**src/rtl/join24_pkg.sv**
```systemverilog
// Shared slot-map definitions for the 24-slot operator join: slot count,
// operator base offsets and modulo-24 slot arithmetic.
package join24_pkg;

    localparam int NSLOTS = 24;

    typedef enum logic [1:0] {
        OP_S1 = 2'd0,
        OP_S2 = 2'd1,
        OP_S3 = 2'd2,
        OP_S4 = 2'd3
    } op_e;

    // s2 and s3 are intentionally swapped in the slot layout
    localparam logic [4:0] BASE_S1 = 5'd0;
    localparam logic [4:0] BASE_S2 = 5'd12;
    localparam logic [4:0] BASE_S3 = 5'd6;
    localparam logic [4:0] BASE_S4 = 5'd18;

    function automatic logic [4:0] slot_base(input logic [1:0] op);
        logic [4:0] b;
        case (op_e'(op))
            OP_S1:   b = BASE_S1;
            OP_S2:   b = BASE_S2;
            OP_S3:   b = BASE_S3;
            default: b = BASE_S4;
        endcase
        return b;
    endfunction

    // Both operands are below 32, so the sum never reaches 72 and two
    // conditional subtractions are enough for the modulo.
    function automatic logic [4:0] slot_wrap(input logic [4:0] a, input logic [4:0] b);
        logic [5:0] s;
        s = {1'b0, a} + {1'b0, b};
        if (s >= 6'd48)
            s = s - 6'd48;
        else if (s >= 6'd24)
            s = s - 6'd24;
        return s[4:0];
    endfunction

endpackage

```
**src/rtl/join24.sv**
```systemverilog
// 24-slot time-multiplexer with a writable shadow bank that is committed to
// the active bank atomically at a frame boundary.
module join24
    import join24_pkg::*;
#(
    parameter int         width = 10,
    parameter logic [4:0] pos0  = 5'd0
) (
    input  logic             clk,
    input  logic             rst,
    input  logic             cen,
    input  logic             wr_en,
    input  logic [1:0]       wr_op,
    input  logic [2:0]       wr_ch,
    input  logic [width-1:0] wr_data,
    input  logic             commit,
    output logic [width-1:0] mixed,
    output logic [4:0]       cnt,
    output logic             frame_start,
    output logic             busy
);

    logic [width-1:0] shadow_q [NSLOTS];
    logic [width-1:0] active_q [NSLOTS];

    logic [4:0]       cnt_q, cnt_d;
    logic [width-1:0] mixed_q, mixed_d;
    logic             fs_q, fs_d;
    logic             busy_q, busy_d;

    logic             wrap, swap, wr_ok;
    logic [4:0]       sel, wr_idx;

    always_comb begin
        wrap    = cen && (cnt_q == 5'(NSLOTS - 1));
        swap    = wrap && busy_q;
        cnt_d   = cnt_q;
        fs_d    = fs_q;
        mixed_d = mixed_q;
        sel     = '0;
        if (cen) begin
            cnt_d = wrap ? 5'd0 : cnt_q + 5'd1;
            fs_d  = wrap;
            sel   = slot_wrap(cnt_d, pos0);
            // On the swap edge the output must already show the committed bank
            mixed_d = swap ? shadow_q[sel] : active_q[sel];
        end

        busy_d = busy_q;
        if (swap)
            busy_d = 1'b0;
        else if (commit && !busy_q)
            busy_d = 1'b1;

        wr_ok  = wr_en && (wr_ch <= 3'd5);
        wr_idx = slot_base(wr_op) + 5'(wr_ch);
    end

    always_ff @(posedge clk) begin
        if (rst) begin
            cnt_q   <= '0;
            mixed_q <= '0;
            fs_q    <= 1'b0;
            busy_q  <= 1'b0;
            for (int i = 0; i < NSLOTS; i++) begin
                shadow_q[i] <= '0;
                active_q[i] <= '0;
            end
        end else begin
            cnt_q   <= cnt_d;
            mixed_q <= mixed_d;
            fs_q    <= fs_d;
            busy_q  <= busy_d;
            // Swap copies the pre-write shadow; a same-cycle write stays in shadow
            if (swap)
                active_q <= shadow_q;
            if (wr_ok)
                shadow_q[wr_idx] <= wr_data;
        end
    end

    assign mixed       = mixed_q;
    assign cnt         = cnt_q;
    assign frame_start = fs_q;
    assign busy        = busy_q;

endmodule

```
**config.mk**
```make
export PLATFORM = sky130hd
export DESIGN_NAME = join24
export DESIGN_NICKNAME = d
export VERILOG_FILES = /design/src/rtl/join24_pkg.sv /design/src/rtl/join24.sv
export SDC_FILE = /design/constraint.sdc
export NUM_CORES = 1
export LEC_CHECK = 0
export CAP_MARGIN = 20
export CORE_UTILIZATION = 36
export DETAILED_ROUTE_END_ITERATION = 8
export PLACE_DENSITY = 0.51
export SLEW_MARGIN = 25
export SYNTH_ARGS = -nofsm -noshare
export SYNTH_HDL_FRONTEND = slang
export SYNTH_SLANG_ARGS = --single-unit
```
**constraint.sdc**
```tcl
create_clock -name clk -period 2.65 [get_ports clk]
set_input_delay 0.265 -clock clk [delete_from_list [all_inputs] [get_ports clk]]
set_output_delay 0.265 -clock clk [all_outputs]
set_load 0.1 [all_outputs]
```
# Word level (Yosys, flattened, before mapping)

Index checks and enable logic that the tools add are counted.

Output and inout port bits: 17
Word-level logic and storage cells: 90
Register bits after elaboration: 497
Bits of input ports: 20

Bitwise logic cells: 2
Equality and inequality tests: 3
$lt $le $gt $ge: 6
Reductions and logical operators: 8
Add/sub/neg operators: 4
Multiplexer cells: 15

Operators by type and width:

| kind                                                   | number |
|---|---|
| bitwise mux 240 bit                                    | 1 |
| binary-select mux 10 bit (select 5 bit)                | 2 |
| 2-to-1 mux 10 bit                                      | 6 |
| demux 10 bit (select 5 bit)                            | 1 |
| 2-to-1 mux 5 bit                                       | 4 |
| one-hot mux 5 bit (3 select lines)                     | 1 |
| >= comparator 6 bit (second input constant)            | 2 |
| inverter 5 -> 6 bit                                    | 2 |
| subtractor 5 bit (second input constant)               | 2 |
| >= comparator 5 x 6 -> 1 bit (second input constant)   | 1 |
| < comparator 6 x 1 -> 1 bit (second input constant)    | 1 |
| adder 5 x 1 -> 5 bit (second input constant)           | 1 |
| adder 5 x 3 -> 5 bit                                   | 1 |
| equality test 5 bit (second input constant)            | 1 |
| >= comparator 5 bit (second input constant)            | 1 |
| logical AND 1 bit                                      | 5 |
| less-or-equal comparator 3 bit (second input constant) | 1 |
| equality test 2 x 1 -> 1 bit (second input constant)   | 1 |
| equality test 2 bit (second input constant)            | 1 |
| logical NOT 2 bit                                      | 1 |
| OR reduction 2 bit                                     | 1 |
| logical NOT 1 bit                                      | 1 |

# Logic depth before layout (Yosys ltp)

Gate-level depths: netlist of the first run.

Depth after elaboration: 12
Mapped depth: 12
Gate-level depth less buffers: 11

# Least setup slack after synthesis of the first run

Ideal clock, no wire load.

Path kind: register to register
From: register cnt_q[0], in the netlist cnt[0]
To: register mixed_q[3], in the netlist mixed[3]
Cell stages (with the launch flop): 10
Required time: 2554 ps
Path slack: -494 ps
Setup time: 96 ps
Path buffers: 3
Data arrival time: 3048 ps
Period minus slack after synthesis: 3144 ps
Cells stage by stage: dfxtp_1 > ha_1 > buf_2 > xnor2_1 > buf_2 > clkbuf_1 > nor2_1 > a2111oi_0 > nor4b_2 > o41ai_2

Longest elaborated chain between the ends: 12
Elaborated cells between the ends (all ways): 20
Classes of those cells: add/sub: 3; order compare: 2; eq/ne: 1; mux: 11; bitwise: 1; reduce/logical: 2

Ends and longest elaborated chain:

| item                                                                          | RTL line     | RTL |
|---|---|---|
| from (decl)                                                                   | join24.sv:26 | `logic [4:0] cnt_q, cnt_d;` |
| from (signal assigned)                                                        | join24.sv:70 | `cnt_q <= cnt_d;` |
| parallel branches: the longest is 11 deep, another holds adder 5 x 1 -> 5 bit | -            |  |
| 2-to-1 mux 10 bit (*)                                                         | join24.sv:46 | `mixed_d = swap ? shadow_q[sel] : active_q[sel];` |
| to (signal assigned)                                                          | join24.sv:71 | `mixed_q <= mixed_d;` |
| to (decl)                                                                     | join24.sv:27 | `logic [width-1:0] mixed_q, mixed_d;` |

Mark *: on every way between the ends. The select of a mux whose other input is x is not followed.
A chain may end at the register's enable or synchronous reset.

# Final worst setup path of the first run

From: register cnt_q[0], in the netlist cnt[0]
To: register mixed_q[0], in the netlist mixed[0]

The elaborated chain is that of the path after synthesis.

==> out/results.ini, run 1 <==
[layout]
layout_commonest_cell = nand2_1
layout-drive-gt1-share_pct = 14.5
syn_to_final_growth_pct = 22.4
n_antenna_cell = 0
nFillCells = 5577
final_cells = 3395
multiInputGateArea_um2 = 9790
nNetsFinal = 2633
regArea_um2 = 9960
final_cell_mix = 726 x nand2_1, 492 x dfxtp_1, 386 x a21oi_1, 179 x nor2_1, 175 x mux2i_1

[synth]
synth_edf_count = 0
ys_ff_latch = 497
syn_area_per_cell_um2 = 8.11
yosysSeqAreaShare_pct = 48.8
yosysWarnings = 0
postSynthCellCount = 2512
yosysUniqueCellTypes = 69
synthArstFlopShare_pct = 0
synth_ff_type = dfxtp_1
synth_area_um2 = 20400
syn_nets = 2539

[clock_tree]
cts_root_buffer = clkbuf_16
cts_made_buffers = 54
cts_tree = yes
path_clk_slew_ps = 60
clockBufferDepth = 3
insertion_delay_ps = 610
cts-htree-levels = 2
cts.sinks = 497

[floorplanning]
die_w_um = 240
die_y_um = 240
fp.dieArea_um2 = 57600
ios = 37
core_um2 = 55500
initial_core_util_pct = 36.7
rows = 86

[power_and_ir_drop]
leakage_nw = 8.71
swShare_pct = 24.7
peakVddDrop_mv = 0.504
cellPowerDensity_nw_per_um2 = 672
seqPwrFrac_pct = 45.1
intPower_mw = 12.6
comb_power_share_pct = 9.1
p_switching_mw = 4.14
clock_power_share_pct = 45.8

[critical_path]
required_ps = 3100
path_delay_family = simple AND/OR/NAND/NOR gates
cp_num_cells = 10
endpoint_kind = flop
slowest_stage = or3_4
crit_chain = ha_1, buf_4, buf_4, nand2b_1, a22o_1, and3_1, or3_4, a221o_1, o2111ai_1, a2111oi_2
start_kind = flop
cpMostUsedCell = buf_4
startpoint = cnt[0]
slowest_delay_ps = 420
crit_buf_inv = 2
cp_max_fo = 7
path_class = reg -> reg
rr_endpoint = mixed[0]
r2r_start = cnt[0]
worstPathArrival_ps = 3000
ff2ff_path_depth = 10
cp-endpoint = mixed[0]
rrSetupSlack_ps = 110

[route]
drt_iter0_drc = 1547
routed_wl_um = 67000
vias = 17900
viasPerCell = 5.27
drc = 0
dr.pass1.iters = 6
wl_per_cell_um = 19.7
postRouteAntennaNets = 0

[sta]
finalCriticalPeriod_ps = 2540
tns_ps = 0
period_share_pct = 96.0
whs_ps = 232
slew_viol_final = 0
fin_ws_ps = 106
max-slew-margin-rel_pct = 36.7
fin_skew_ps = 19.1
hold_viol = 0
tightestPinTransition_ps = 950
fmax_mhz = 393
setup_viol = 0
rsz0062_at_grt = yes

[grt]
grt_antenna_before_repair = 1
grtUsageTotal_pct = 23.1
grt_pass1_wl_um = 102000
grt_max_degree = 182
grt_pass1_vias = 16600
grt_overflow = 0

[worst_hold_path]
hp-class = in -> reg

[job]
maxCapViolCount = 0

[outcome]
status = finished, final reports clean

[placed_design]
place_congestion = 0.833
hpwl_um = 42600
dp.cells = 3292
dp_slack_ps = -763
io_buffers = 36

## per-layer routing
metal,vias up,global-route usage (%),routed length (um)
met5,-,0,0
met4,0,5.75,1260
li1,8666,-,-
met1,8663,33.5,31600
met3,84,2.71,3670
met2,473,36.3,30500
## through the flow
stage               util [%]  power, mW  instance area [um^2]
detailed placement      41.3       9.19                 22900
floorplan                  -       8.50                 20400
global route            44.9       17.3                 25000
CTS                     44.6       16.9                 24800
global placement        41.3       9.19                 22900
finish                  44.9       16.8                 25000
## Yosys cell counts, types with 3 or more instances
| cell type | instances | area share (%) |
|---|---|---|
| a221oi_1 | 5 | 0.21 |
| nor2_1 | 182 | 3.4 |
| nand4_1 | 12 | 0.37 |
| a211oi_1 | 5 | 0.18 |
| dfxtp_1 | 497 | 49 |
| a21oi_1 | 387 | 9.5 |
| nor3_1 | 15 | 0.37 |
| o221ai_1 | 4 | 0.17 |
| or3_1 | 5 | 0.15 |
| o21ai_0 | 11 | 0.27 |
| clkbuf_1 | 160 | 2.9 |
| mux2i_1 | 176 | 8.6 |
| nor2_2 | 11 | 0.34 |
| a21boi_0 | 3 | 0.11 |
| buf_1 | 11 | 0.20 |
| nor3b_1 | 3 | 0.11 |
| a31oi_1 | 15 | 0.46 |
| xnor2_1 | 3 | 0.13 |
| a311oi_1 | 4 | 0.17 |
| nand2b_1 | 4 | 0.12 |
| and2_1 | 4 | 0.12 |
| o22ai_1 | 4 | 0.12 |
| and3_1 | 7 | 0.21 |
| a41oi_1 | 5 | 0.21 |
| buf_2 | 28 | 0.69 |
| o311ai_0 | 4 | 0.17 |
| a22oi_1 | 5 | 0.18 |
| inv_1 | 5 | 0.092 |
| ha_1 | 6 | 0.37 |
| nand2_1 | 733 | 13 |
| mux2_2 | 4 | 0.22 |
| nand3_1 | 117 | 2.9 |
| mux4_2 | 17 | 1.9 |
| xor2_1 | 5 | 0.21 |
| nor2b_1 | 8 | 0.25 |
## flip-flops by register name (all words and copies together), names as in the netlist
name	count
busy	1
active_q	240
shadow_q	240
cnt	5
frame_start	1
mixed	10
## final cells by class
| cell class | instances | area share (%) |
|---|---|---|
| repair buffers | 240 | 9.79 |
| inverters | 6 | 0.0903 |
| clock buffers | 83 | 6.50 |
| flip-flops and latches | 497 | 39.9 |
| clock inverters | 14 | 0.722 |
| well taps | 748 | 3.75 |
| multi-input cells | 1807 | 39.2 |
## power by group through the flow
| stage | combinational [mW] | clock, mW | sequential [mW] |
|---|---|---|---|
| floorplan | 0.691 | 0 | 7.81 |
| global placement | 1.45 | 0 | 7.73 |
| detailed placement | 1.46 | 0 | 7.73 |
| CTS | 1.47 | 7.84 | 7.57 |
| global route | 1.61 | 8.14 | 7.57 |
| finish | 1.52 | 7.68 | 7.57 |
## cells by family (layout without fill, tap and decap cells)
group / Yosys count / after routing / share of synthesized area, %
simple gates: 1113 / 1113 / 22.3
buf+inv: 208 / 343 / 4.09
mux: 197 / 197 / 10.7
fa+ha+maj: 7 / 7 / 0.467
compound gates: 482 / 482 / 13.2
xor+xnor: 8 / 8 / 0.344
flops: 497 / 497 / 48.8
## timing repair
action | in CTS | in global routing
pin swaps | 1 | 13
gates resized for setup | 5 | 30
cloned | 0 | 1
setup buffers | 0 | 4
hold buffers | 1 | 0
hold endpoints to repair | 9 | 0
setup endpoints to repair | 93 | 192
## worst min path at each step
stage | from | end | depth (start not counted)
detailed placement | shadow_q[49] | active_q[49] | 2
finish | commit | busy | 3
global placement | shadow_q[24] | active_q[24] | 2
floorplan | wr_data[0] | shadow_q[130] | 2
global route | commit | busy | 3
CTS | commit | busy | 3
## tightest hold or removal path: stages
cell and delay, ps:
clkdlybuf4s50_1 400, nor2_1 90, nor3_1 50
(Power assumes the default switching activity.)
==> inputs of run 2 (changes only) <==
ABC_AREA = 0   (was unset)
CTS_CLUSTER_SIZE = 14   (was unset)
==> run 2 against run 1 <==
Net effect: die area unchanged; count of clock-buffer cells in the layout down 2; sequential power barely moved; non-clock buffer count fell by 1; utilization fell by 0.056 points; hold slack about the same; clock power is essentially flat; register-to-register slack got worse by 40 ps; combinational power hardly changed; first-iteration DRC count decreased by 2.0%; maximum frequency shrank 1.6%; critical path type unchanged; highest routed layer unchanged.
==> out/results.ini, run 2 (synthesized netlist as in run 1, its figures left out) <==
[sta]
finalCriticalPeriod_ps = 2590
hold_viol = 0
tightestPinTransition_ps = 826
period_share_pct = 97.6
max-slew-margin-rel_pct = 44.9
fmax_mhz = 387
fin_skew_ps = 19.4
setup_viol = 0
rsz0062_at_grt = yes
slew_viol_final = 0

[layout]
final_cell_mix = 728 x nand2_1, 492 x dfxtp_1, 386 x a21oi_1, 179 x nor2_1, 175 x mux2i_1
multiInputGateArea_um2 = 9780
n_antenna_cell = 0
nFillCells = 5572
layout-drive-gt1-share_pct = 14.4
final_core_util_pct = 44.9
layout_commonest_cell = nand2_1
syn_to_final_growth_pct = 22.3
nNetsFinal = 2632
regArea_um2 = 9960

[route]
drt_iter0_drc = 1516
drc = 0
vias = 17900
postRouteAntennaNets = 0
viasPerCell = 5.27
routed_wl_um = 67500
wl_per_cell_um = 19.9
dr.pass1.iters = 5

[power_and_ir_drop]
comb_power_share_pct = 9.0
seqPwrFrac_pct = 45.3
p_switching_mw = 4.14
peakVddDrop_mv = 0.508
clock_power_share_pct = 45.7
swShare_pct = 24.7
leakage_nw = 8.70
total_power_mw = 16.7
cellPowerDensity_nw_per_um2 = 671
intPower_mw = 12.6

[outcome]
status = finished, final reports clean

[worst_hold_path]
holdPathStages = 3
hp-class = in -> reg

[placed_design]
place_congestion = 0.833
hpwl_um = 42600
io_buffers = 36

[clock_tree]
cts_tree = yes
cts_root_buffer = clkbuf_16
cts-htree-levels = 2
insertion_delay_ps = 610
cts_made_buffers = 54
clockBufferDepth = 3
path_clk_slew_ps = 60
cts.sinks = 497

[critical_path]
required_ps = 3170
path_class = reg -> reg
worstPathArrival_ps = 3100
start_kind = flop
cp_max_fo = 9
endpoint_kind = flop
ff2ff_path_depth = 8

[job]
maxCapViolCount = 0

[grt]
grt_antenna_before_repair = 1
grt_overflow = 0
grt_pass1_vias = 16600
grtUsageTotal_pct = 23.1
grt_max_degree = 182
grt_pass1_wl_um = 102000

[floorplanning]
rows = 86
initial_core_util_pct = 36.7
die_w_um = 240
ios = 37
core_um2 = 55500
die_y_um = 240
fp.dieArea_um2 = 57600

run 2: cell types whose count changed in the layout (fill, tap and decap cells not counted), sizes merged:
cell	before	now
dlymetal6s2s	1	2
buf	220	218
clkdlybuf4s50	17	16
clkinv	6	7
clkbuf	84	83
run 2: per-stage QoR:
stage               setup TNS, ps  instance area, um^2  hold WS [ps]  instances  setup slack, ps
floorplan                  -12200                20400           412       2512             -127
global placement          -140970                22900           436       3292             -689
detailed placement        -147450                22900           441       3292             -763
CTS                             0                24700           203       3389             5.65
global route                -68.6                24900           293       3393            -43.0
finish                          0                24900           231       3393             63.7
run 2: worst max-delay path, stage by stage (launching register included):
cell and delay (ps):
dfxtp_4 340, ha_1 350, buf_4 200, inv_2 220, buf_4 310, o311ai_0 170
a222oi_1 460, a21oi_1 160, o41ai_2 280
run 2: repair_timing:
item                                    CTS  global route
endpoints found under the setup margin   96           192
gates cloned                              0             2
hold endpoints to repair                  9             0
buffers inserted                          0             2
pin swaps                                 1            12
gates resized for setup                   5            27
hold buffers                              1             0
run 2: cell type report:
cell class / instances / area share (%)
Multi-Input combinational cell: 1807 / 39.2
Clock inverter: 15 / 0.743
Clock buffer: 81 / 6.44
Timing Repair Buffer: 239 / 9.78
Tap cell: 748 / 3.76
Inverter: 6 / 0.0904
Sequential cell: 497 / 40.0
run 2: power groups by stage:
stage / registers (mW) / logic [mW] / clock network, mW
floorplan: 7.81 / 0.691 / 0
global placement: 7.73 / 1.45 / 0
detailed placement: 7.73 / 1.46 / 0
CTS: 7.57 / 1.47 / 7.80
global route: 7.57 / 1.60 / 8.10
finish: 7.57 / 1.51 / 7.65
run 2: worst paths after layout:
check	startpoint	slack (ps)	endpoint
worst max-delay path	cnt[0]	60	mixed[3]
worst max register to register	cnt[0]	60	mixed[3]
worst min-delay path	commit	230	busy
worst min register to register	shadow_q[37]	450	active_q[37]
run 2: per-layer routing:
layer	vias to the layer above	routed length (um)	GRT usage (%)	share of wire [%]
met4	0	1330	6.00	2.0
met3	81	3550	2.65	5.3
met1	8689	32000	33.5	47
met2	436	30700	36.2	45
li1	8669	-	-	-
met5	-	0	0	0
